--- src/rtl/uart_pkg.sv ---
// Shared definitions for the UART interrupt controller: register map, IRQ FSM states
// and the elaboration-time clog2 helper.
package uart_pkg;

   localparam logic [3:0] ADDR_IER   = 4'h5;
   localparam logic [3:0] ADDR_ISR   = 4'h6;
   localparam logic [3:0] ADDR_IMODE = 4'h7;
   localparam logic [3:0] ADDR_IRAW  = 4'h8;
   localparam logic [3:0] ADDR_IID   = 4'h9;

   typedef enum logic [1:0] {
      ST_IDLE = 2'd0,
      ST_IRQ  = 2'd1,
      ST_GAP  = 2'd2
   } irqState_t;

   function automatic int unsigned clog2(input int unsigned n);
      int unsigned r;
      r = 0;
      for (int unsigned v = 1; v < n; v = v << 1) r++;
      return r;
   endfunction

endpackage

--- src/rtl/uart_irq_src.sv ---
// One interrupt source: input delay for edge detection plus a pending flop
// in which a new event always beats a simultaneous write-1-to-clear.
module uart_irq_src (
   input  logic DSP_CLK,
   input  logic RESET,
   input  logic srcIn,
   input  logic edgeMode,
   input  logic clrReq,
   output logic pend
);

   logic srcD;
   logic srcEvent;

   assign srcEvent = edgeMode ? (srcIn & ~srcD) : srcIn;

   always_ff @(posedge DSP_CLK) begin
      if (RESET) begin
         srcD <= 1'b0;
         pend <= 1'b0;
      end else begin
         srcD <= srcIn;
         if (srcEvent)
            pend <= 1'b1;
         else if (clrReq)
            pend <= 1'b0;
      end
   end

endmodule

--- src/rtl/uart_irq_ctrl_gen.sv ---
// Parametrised UART interrupt controller: register file, read mux, priority encoder
// and the nIRQ assert/acknowledge/re-arm FSM.
module uart_irq_ctrl_gen
   import uart_pkg::*;
#(
   parameter int unsigned NUM_SRC = 8,
   parameter int unsigned GAP_CYC = 4,
   parameter int unsigned ID_W    = 4
) (
   input  logic               DSP_CLK,
   input  logic               RESET,
   input  logic               DSP_CEn,
   input  logic               DSP_WEn,
   input  logic [3:0]         DSP_ADDR,
   input  logic [31:0]        DSP_WDATA,
   output logic [31:0]        DSP_RDATA,
   input  logic [NUM_SRC-1:0] INT_SRC,
   output logic               nIRQ
);

   localparam int unsigned GAP_EFF = (GAP_CYC == 0) ? 1 : GAP_CYC;
   localparam int unsigned CNT_W   = (clog2(GAP_EFF) < 1) ? 1 : clog2(GAP_EFF);

   logic               wr;
   logic               rd;
   logic               ackWr;
   logic [NUM_SRC-1:0] ier;
   logic [NUM_SRC-1:0] imode;
   logic [NUM_SRC-1:0] pend;
   logic [NUM_SRC-1:0] isr;
   logic [NUM_SRC-1:0] clrMask;
   logic [ID_W-1:0]    iidVal;
   logic               iidValid;
   logic [31:0]        rdNext;
   logic               rdHit;
   irqState_t          state;
   irqState_t          nextState;
   logic [CNT_W-1:0]   gapCnt;
   logic [CNT_W-1:0]   gapNext;
   logic               nIrqNext;
   logic               unusedWdata;

   assign wr          = ~DSP_CEn & ~DSP_WEn;
   assign rd          = ~DSP_CEn &  DSP_WEn;
   assign ackWr       = wr && (DSP_ADDR == ADDR_ISR);
   assign clrMask     = ackWr ? DSP_WDATA[NUM_SRC-1:0] : '0;
   assign isr         = pend & ier;
   assign unusedWdata = ^DSP_WDATA[31:NUM_SRC];

   for (genvar g = 0; g < NUM_SRC; g++) begin : gSrc
      uart_irq_src uSrc (
         .DSP_CLK  (DSP_CLK),
         .RESET    (RESET),
         .srcIn    (INT_SRC[g]),
         .edgeMode (imode[g]),
         .clrReq   (clrMask[g]),
         .pend     (pend[g])
      );
   end

   // Lowest index wins; the first hit freezes the result.
   always_comb begin
      iidVal   = '0;
      iidValid = 1'b0;
      for (int unsigned i = 0; i < NUM_SRC; i++) begin
         if (isr[i] && !iidValid) begin
            iidValid = 1'b1;
            iidVal   = ID_W'(i);
         end
      end
   end

   always_comb begin
      rdNext = '0;
      rdHit  = 1'b1;
      case (DSP_ADDR)
         ADDR_IER:   rdNext[NUM_SRC-1:0] = ier;
         ADDR_ISR:   rdNext[NUM_SRC-1:0] = isr;
         ADDR_IMODE: rdNext[NUM_SRC-1:0] = imode;
         ADDR_IRAW:  rdNext[NUM_SRC-1:0] = pend;
         ADDR_IID: begin
            rdNext[15]       = iidValid;
            rdNext[ID_W-1:0] = iidVal;
         end
         default:    rdHit = 1'b0;
      endcase
   end

   always_ff @(posedge DSP_CLK) begin
      if (RESET) begin
         ier       <= '0;
         imode     <= '0;
         DSP_RDATA <= '0;
      end else begin
         if (wr && (DSP_ADDR == ADDR_IER))   ier   <= DSP_WDATA[NUM_SRC-1:0];
         if (wr && (DSP_ADDR == ADDR_IMODE)) imode <= DSP_WDATA[NUM_SRC-1:0];
         if (rd && rdHit)                    DSP_RDATA <= rdNext;
      end
   end

   always_ff @(posedge DSP_CLK) begin
      if (RESET) begin
         state  <= ST_IDLE;
         gapCnt <= '0;
         nIRQ   <= 1'b1;
      end else begin
         state  <= nextState;
         gapCnt <= gapNext;
         nIRQ   <= nIrqNext;
      end
   end

   always_comb begin
      nextState = state;
      gapNext   = gapCnt;
      case (state)
         ST_IDLE: if (|isr) nextState = ST_IRQ;
         ST_IRQ: begin
            if (ackWr || ~|isr) begin
               nextState = ST_GAP;
               gapNext   = CNT_W'(GAP_EFF - 1);
            end
         end
         ST_GAP: begin
            if (gapCnt == '0) nextState = ST_IDLE;
            else              gapNext   = gapCnt - CNT_W'(1);
         end
         default: nextState = ST_IDLE;
      endcase
   end

   // nIRQ is driven from the upcoming state so the output itself is a flop.
   always_comb begin
      nIrqNext = (nextState != ST_IRQ);
   end

endmodule

--- config.mk ---
export PLATFORM = sky130hd
export DESIGN_NAME = uart_irq_ctrl_gen
export DESIGN_NICKNAME = d
export VERILOG_FILES = /design/src/rtl/uart_pkg.sv /design/src/rtl/uart_irq_src.sv /design/src/rtl/uart_irq_ctrl_gen.sv
export SDC_FILE = /design/constraint.sdc
export NUM_CORES = 1
export LEC_CHECK = 0
export BUFFER_PORTS_ARGS = -buffer_cell sky130_fd_sc_hd__buf_4
export CAP_MARGIN = 20
export CORE_ASPECT_RATIO = 0.9
export CORE_UTILIZATION = 45
export DETAILED_ROUTE_END_ITERATION = 16
export GPL_TIMING_DRIVEN = 0
export PLACE_DENSITY_LB_ADDON = 0.12
export REMOVE_ABC_BUFFERS = 1
export SLEW_MARGIN = 20
export SYNTH_ARGS = -nofsm -noshare
export SYNTH_HDL_FRONTEND = slang
export SYNTH_SLANG_ARGS = --single-unit
--- constraint.sdc ---
create_clock -name DSP_CLK -period 1.8 [get_ports DSP_CLK]
set_clock_uncertainty 0.15 [all_clocks]
set_input_delay 0.18 -clock DSP_CLK [delete_from_list [all_inputs] [get_ports DSP_CLK]]
set_output_delay 0.18 -clock DSP_CLK [all_outputs]
set_load 0.02 [all_outputs]
# == Word level (Yosys, flattened, before mapping) ==
# Index checks and enable logic that the tools add are counted.
# totals
reg_bits,46
latch_bits,0
ram_bits,0
romBits,0
input_bits,48
output_inout_bits,33
wordCells,139
memories,0
# classes
add_sub_neg,1
n_mul,0
div_mod_pow,0
n_lt_le_gt_ge,0
n_eq_ne,10
shifts,0
mux,51
bitwise,21
n_reduce_logical,34
# ops
cell,n
$mux W1,35
$mux W4,6
$pmux W4 S5,1
$reduce_bool A2 Y1,9
$pmux W4 S4,1
$eq A4 B3 Y1 const B,3
$logic_and A1 B1 Y1,11
$and A1 B1 Y1,10
$mux W2,5
$not A1 Y1,10
$and A8 B8 Y8,1
$eq A4 B4 Y1 const B,2
$logic_not A1 Y1,8
$mux W8,1
$reduce_or A8 Y1,1
$pmux W2 S3,1
$reduce_or A5 Y1,1
$logic_not A2 Y1,2
$ne A2 B2 Y1 const B,2
$pmux W2 S2,1
$reduce_and A3 Y1,1
$eq A2 B1 Y1 const B,1
$eq A2 B2 Y1 const B,1
$ne A2 B1 Y1 const B,1
2 further kinds,2

# == Depth between registers and ports, before layout ==
# logic_depth
ltp_word,24
ltp_mapped,8
ltp_nobuf,6

# == By module ==
# Synthesis repeated with hierarchy kept, for this count alone.
# hier_totals
hier_cells,252
hier_area_um2,2292.2
# by_module_without_submodules
module,instances,cells_each,area_each_um2,seq_area_each_um2
uart_irq_ctrl_gen,1,204,1751.7,600.6
uart_irq_src,8,6,67.6,40.0

# == Worst setup path after synthesis ==
# OpenSTA, ideal clock, no wires.
# synth_path
kind,input -> register
start,input DSP_ADDR[1]
end,register gapCnt[0]
setup_ns,0.123
arrival_ns,1.349
required_time_ns,1.527
setup_slack_ns,0.177
stages,8
path_buffers,3
path_cell_list,buf_6 -> and3b_1 -> buf_6 -> and3b_1 -> buf_6 -> o21bai_1 -> a31oi_2 -> a21oi_1
# synth_via
elab_chain_len,5
# synth_lines
element,line,source
start: declaration,uart_irq_ctrl_gen.sv:14,"input logic [3:0] DSP_ADDR,"
$eq A4 B3 Y1,uart_irq_ctrl_gen.sv:45,assign ackWr = wr && (DSP_ADDR == ADDR_ISR);
$logic_and A1 B1 Y1,uart_irq_ctrl_gen.sv:45,
$logic_or A1 B1 Y1,uart_irq_ctrl_gen.sv:119,if (ackWr || ~|isr) begin
$ne A2 B2 Y1 (no line),-,
$reduce_and A3 Y1 (no line),-,
end signal: assignment,uart_irq_ctrl_gen.sv:108,gapCnt <= gapNext;
end: declaration,uart_irq_ctrl_gen.sv:38,logic [CNT_W-1:0] gapCnt;
# No other way between the ends.
# A chain may end at the register's enable or synchronous reset.

# == Worst setup path after layout ==
# layout_path
start,input DSP_ADDR[1]
end,register gapCnt[1]
# Same word-level chain as after synthesis.

==> run_results.csv <==
group,metric,value,unit
drt,wl_per_cell,13.7,microns
cts,cts.root.buffer_cell,"clkbuf_8",
cts,clockBufferDepth,2,
cts,cts_tree,"done",
placed_design,dpl.hpwl,3.42,mm
cts,clock-sinks,46,
grt,global_route.usage.met1,25.9,%
synth,synth_seq_area_share,39.9,%
cts,htreeDepth,2,
layout,final_nets,352,
drt,ant_nets,0,
grt,antenna_found_initial,0,
grt,met2_usage,32.3,%
timing,worstMarginPinSlew,0.817,ns
worst_setup_path,regToRegStartpoint,"gSrc[3].uSrc.pend$_SDFFE_PP0P_",
drt,num_vias,1888,
cts,cts.clk_slew.worst_paths,0.09,ns
worst_setup_path,path_cells,"buf_4 > and3b_1 > and3b_2 > o21bai_1 > a31oi_2 > a221oi_2",
grt,grt_max_degree,31,
grt,met3_usage,3.92,%
grt,overflow,0,
grt,grtUsageTotal,19.6,%
worst_setup_path,reg2reg_slack,0.16,ns
worst_setup_path,cp-endpoint,"gapCnt[1]$_SDFFE_PP0P_",
power_and_ir_drop,p_total,2.06,mW
worst_setup_path,critPathCaptureType,"register",
timing,hold_viol_final,1,
worst_setup_path,cp.arrival,1.79,ns
die,rows,24,
worst_setup_path,startpoint,"DSP_ADDR[1]",
worst_setup_path,start_kind,"primary input",
timing,fin_crit,1.71,ns
timing,drv_slew,0,
synth,avgSynthCellArea,8.81,sq um
drt,drc,0,
hold_path,hold_path_class,"in -> reg",
timing,finalCritPeriodShare,95.0,%
outcome,violations,"hold timing",
worst_setup_path,rr_endpoint,"gapCnt[1]$_SDFFE_PP0P_",
layout,area_delta_synth_final,17.9,%
timing,holdWs,-0.00262,ns
worst_setup_path,path_class,"in -> reg",
die,pin_count,81,
synth,synthCells,262,
worst_setup_path,path_max_fanout,17,
worst_setup_path,cpMaxStageDelayCell,"and3b_2",
worst_setup_path,crit_cells,6,
worst_setup_path,path_delay_family,"simple AND/OR/NAND/NOR gates",
worst_setup_path,r2r_cells,5,
cts,post-cts-setup-buffers,0,
timing,tns,0,ns
timing,rsz0062_at_grt,"no",
worst_setup_path,critPathBufInv,1,
worst_setup_path,max_stage_delay,0.45,ns
layout,insertedDiodeCount,0,
die,die_w,77.5,microns
outcome,status,"finished, violations left",
placed_design,gp_congestion,0.782,
die,die_h,69.9,microns
grt,grt_pass1_wl,8.25,mm
drt,drt_iter0_drc,96,
flow_run,maxCapViolCount,0,
cts,cts_buffers,5,
power_and_ir_drop,power_density,758,mW/mm^2
layout,fin_util,55.6,%
synth,synth-seq-cells,46,
timing,max_slew_margin,45.1,%
drt,firstDrtPassIters,5,
layout,post_route_cells_drive_above_1_share,17.1,%
die,initial_core_util,47.1,%
cts,clk-insertion-delay-late,0.30,ns
grt,grt-busiest-layer,"met2",
grt,grt_pass1_vias,1714,
timing,finalSetupViolCount,0,
power_and_ir_drop,ir_worst_vdd,0.532,mV
drt,avgViaCountPerCell,5.12,
timing,max_freq,0.585,GHz
synth,netlist_area,0.00231,sq mm
die,die_area,0.00542,sq mm
synth,synth_cell_type_count,44,
power_and_ir_drop,p_leak,1.10,nW
synth,yosysWarningCount,0,
worst_setup_path,worstPathRequired,1.88,ns
drt,routed_wl,5.04,mm
die,core,0.00489,sq mm
placed_design,placement.io_buffers,33,
-- synthesized netlist by cell type, drive strengths merged --
cell type | count | area (sq um)
dfxtp | 46 | 921
nand2 | 38 | 145
buf | 30 | 226
nor2 | 28 | 105
mux2i | 19 | 190
a21oi | 12 | 60.1
o21ai | 10 | 53.8
nor2b | 9 | 56.3
a32o | 8 | 80.1
a31oi | 7 | 50.1
nand3 | 7 | 40.0
and3b | 5 | 43.8
inv | 5 | 18.8
a22oi | 4 | 30.0
clkbuf | 4 | 15.0
nand2b | 3 | 18.8
nand3b | 3 | 22.5
o2bb2ai | 3 | 26.3
and2b | 2 | 15.0
nor3 | 2 | 10.0
a2111oi | 1 | 27.5
a21boi | 1 | 7.51
a21o | 1 | 7.51
a221oi | 1 | 15.0
a22o | 1 | 8.76
conb | 1 | 3.75
ha | 1 | 12.5
mux2 | 1 | 11.3
nor3b | 1 | 7.51
nor4 | 1 | 21.3
nor4bb | 1 | 10.0
o211ai | 1 | 7.51
o21bai | 1 | 7.51
o22ai | 1 | 6.26
or2b | 1 | 7.51
or3 | 1 | 6.26
or3b | 1 | 11.3
-- flip-flops by register name (all words and copies together) (netlist names) --
register,flops
nIRQ,1
gSrc.uSrc.pend,8
gapCnt,2
ier,8
DSP_RDATA,9
state,2
gSrc.uSrc.srcD,8
imode,8
-- cells by family after synthesis --
family	Yosys count	share of synthesized area [%]
DFF	46	39.9
buffers and inverters	39	11.3
adders and majority gates	1	0.542
and+or+nand+nor	103	22.6
muxes	20	8.73
other	1	0.163
AOI/OAI and AO/OA	52	16.8
-- what timing repair did --
action | CTS | global route
endpoints found under the hold margin | 20 | 0
gates cloned | 0 | 0
hold buffers | 13 | 0
resized for setup | 1 | 1
setup endpoints to repair | 1 | 3
pin swaps | 0 | 0
-- worst min path at each step --
stage                 start                           end  slack [ns]  cells after the start
3_5_place_dp   DSP_WDATA[1]         imode[1]$_SDFFE_PP0P_        0.29                      3
2_1_floorplan         RESET        gapCnt[1]$_SDFFE_PP0P_         0.1                      1
5_1_grt          INT_SRC[7]  gSrc[7].uSrc.srcD$_SDFF_PP0_       0.008                      2
6_report         INT_SRC[6]  gSrc[6].uSrc.srcD$_SDFF_PP0_      -0.003                      2
4_1_cts          INT_SRC[6]  gSrc[6].uSrc.srcD$_SDFF_PP0_      0.0007                      2
3_3_place_gp   DSP_WDATA[0]         imode[0]$_SDFFE_PP0P_        0.28                      3
-- power by group --
part / leakage [nW] / internal, mW / switching, mW
combinational: 0.670 / 0.105 / 0.144
clock: 0.0575 / 0.388 / 0.347
sequential: 0.376 / 1.05 / 0.0261
total: 1.10 / 1.55 / 0.517
-- placed cells by master, fill, tap and decap left out, drive strengths merged, types with 2 or more instances in the layout --
cell type and n:
nor3 2, a22oi 4, inv 5, nand2 38, a31oi 7, nand3 7, buf 33, o21ai 10
o2bb2ai 3, a21oi 12, and2b 2, nand3b 3, mux2i 19, nor2b 9, a32o 8, and3b 5
clkbuf 8, conb 23, nand2b 3, nor2 28, dfxtp 46, dlygate4sd3 13
-- layout make-up --
cell class	count	area, sq um
fill	462	2170
multi-input combinational	199	1210
sequential	46	921
timing repair buffer	46	378
clock buffer	8	110
tap	65	81.3
inverter	5	18.8
-- metal layers --
layer  share of wire, %  wire (microns)  up-vias
met2                 44            2240       65
li1                   -               -      942
met5                  0               0        -
met4                1.3              64        0
met3                6.0             304        7
met1                 48            2440      874
-- per-stage QoR --
stage	setup WS (ns)	area, sq um	instances
after floorplan	0.222	2150	250
after global placement	-0.409	2480	348
after detailed placement	-0.378	2480	348
after CTS	0.0956	2720	369
after global routing	0.000871	2720	369
final	0.0904	2720	369
(Power assumes the default switching activity.)
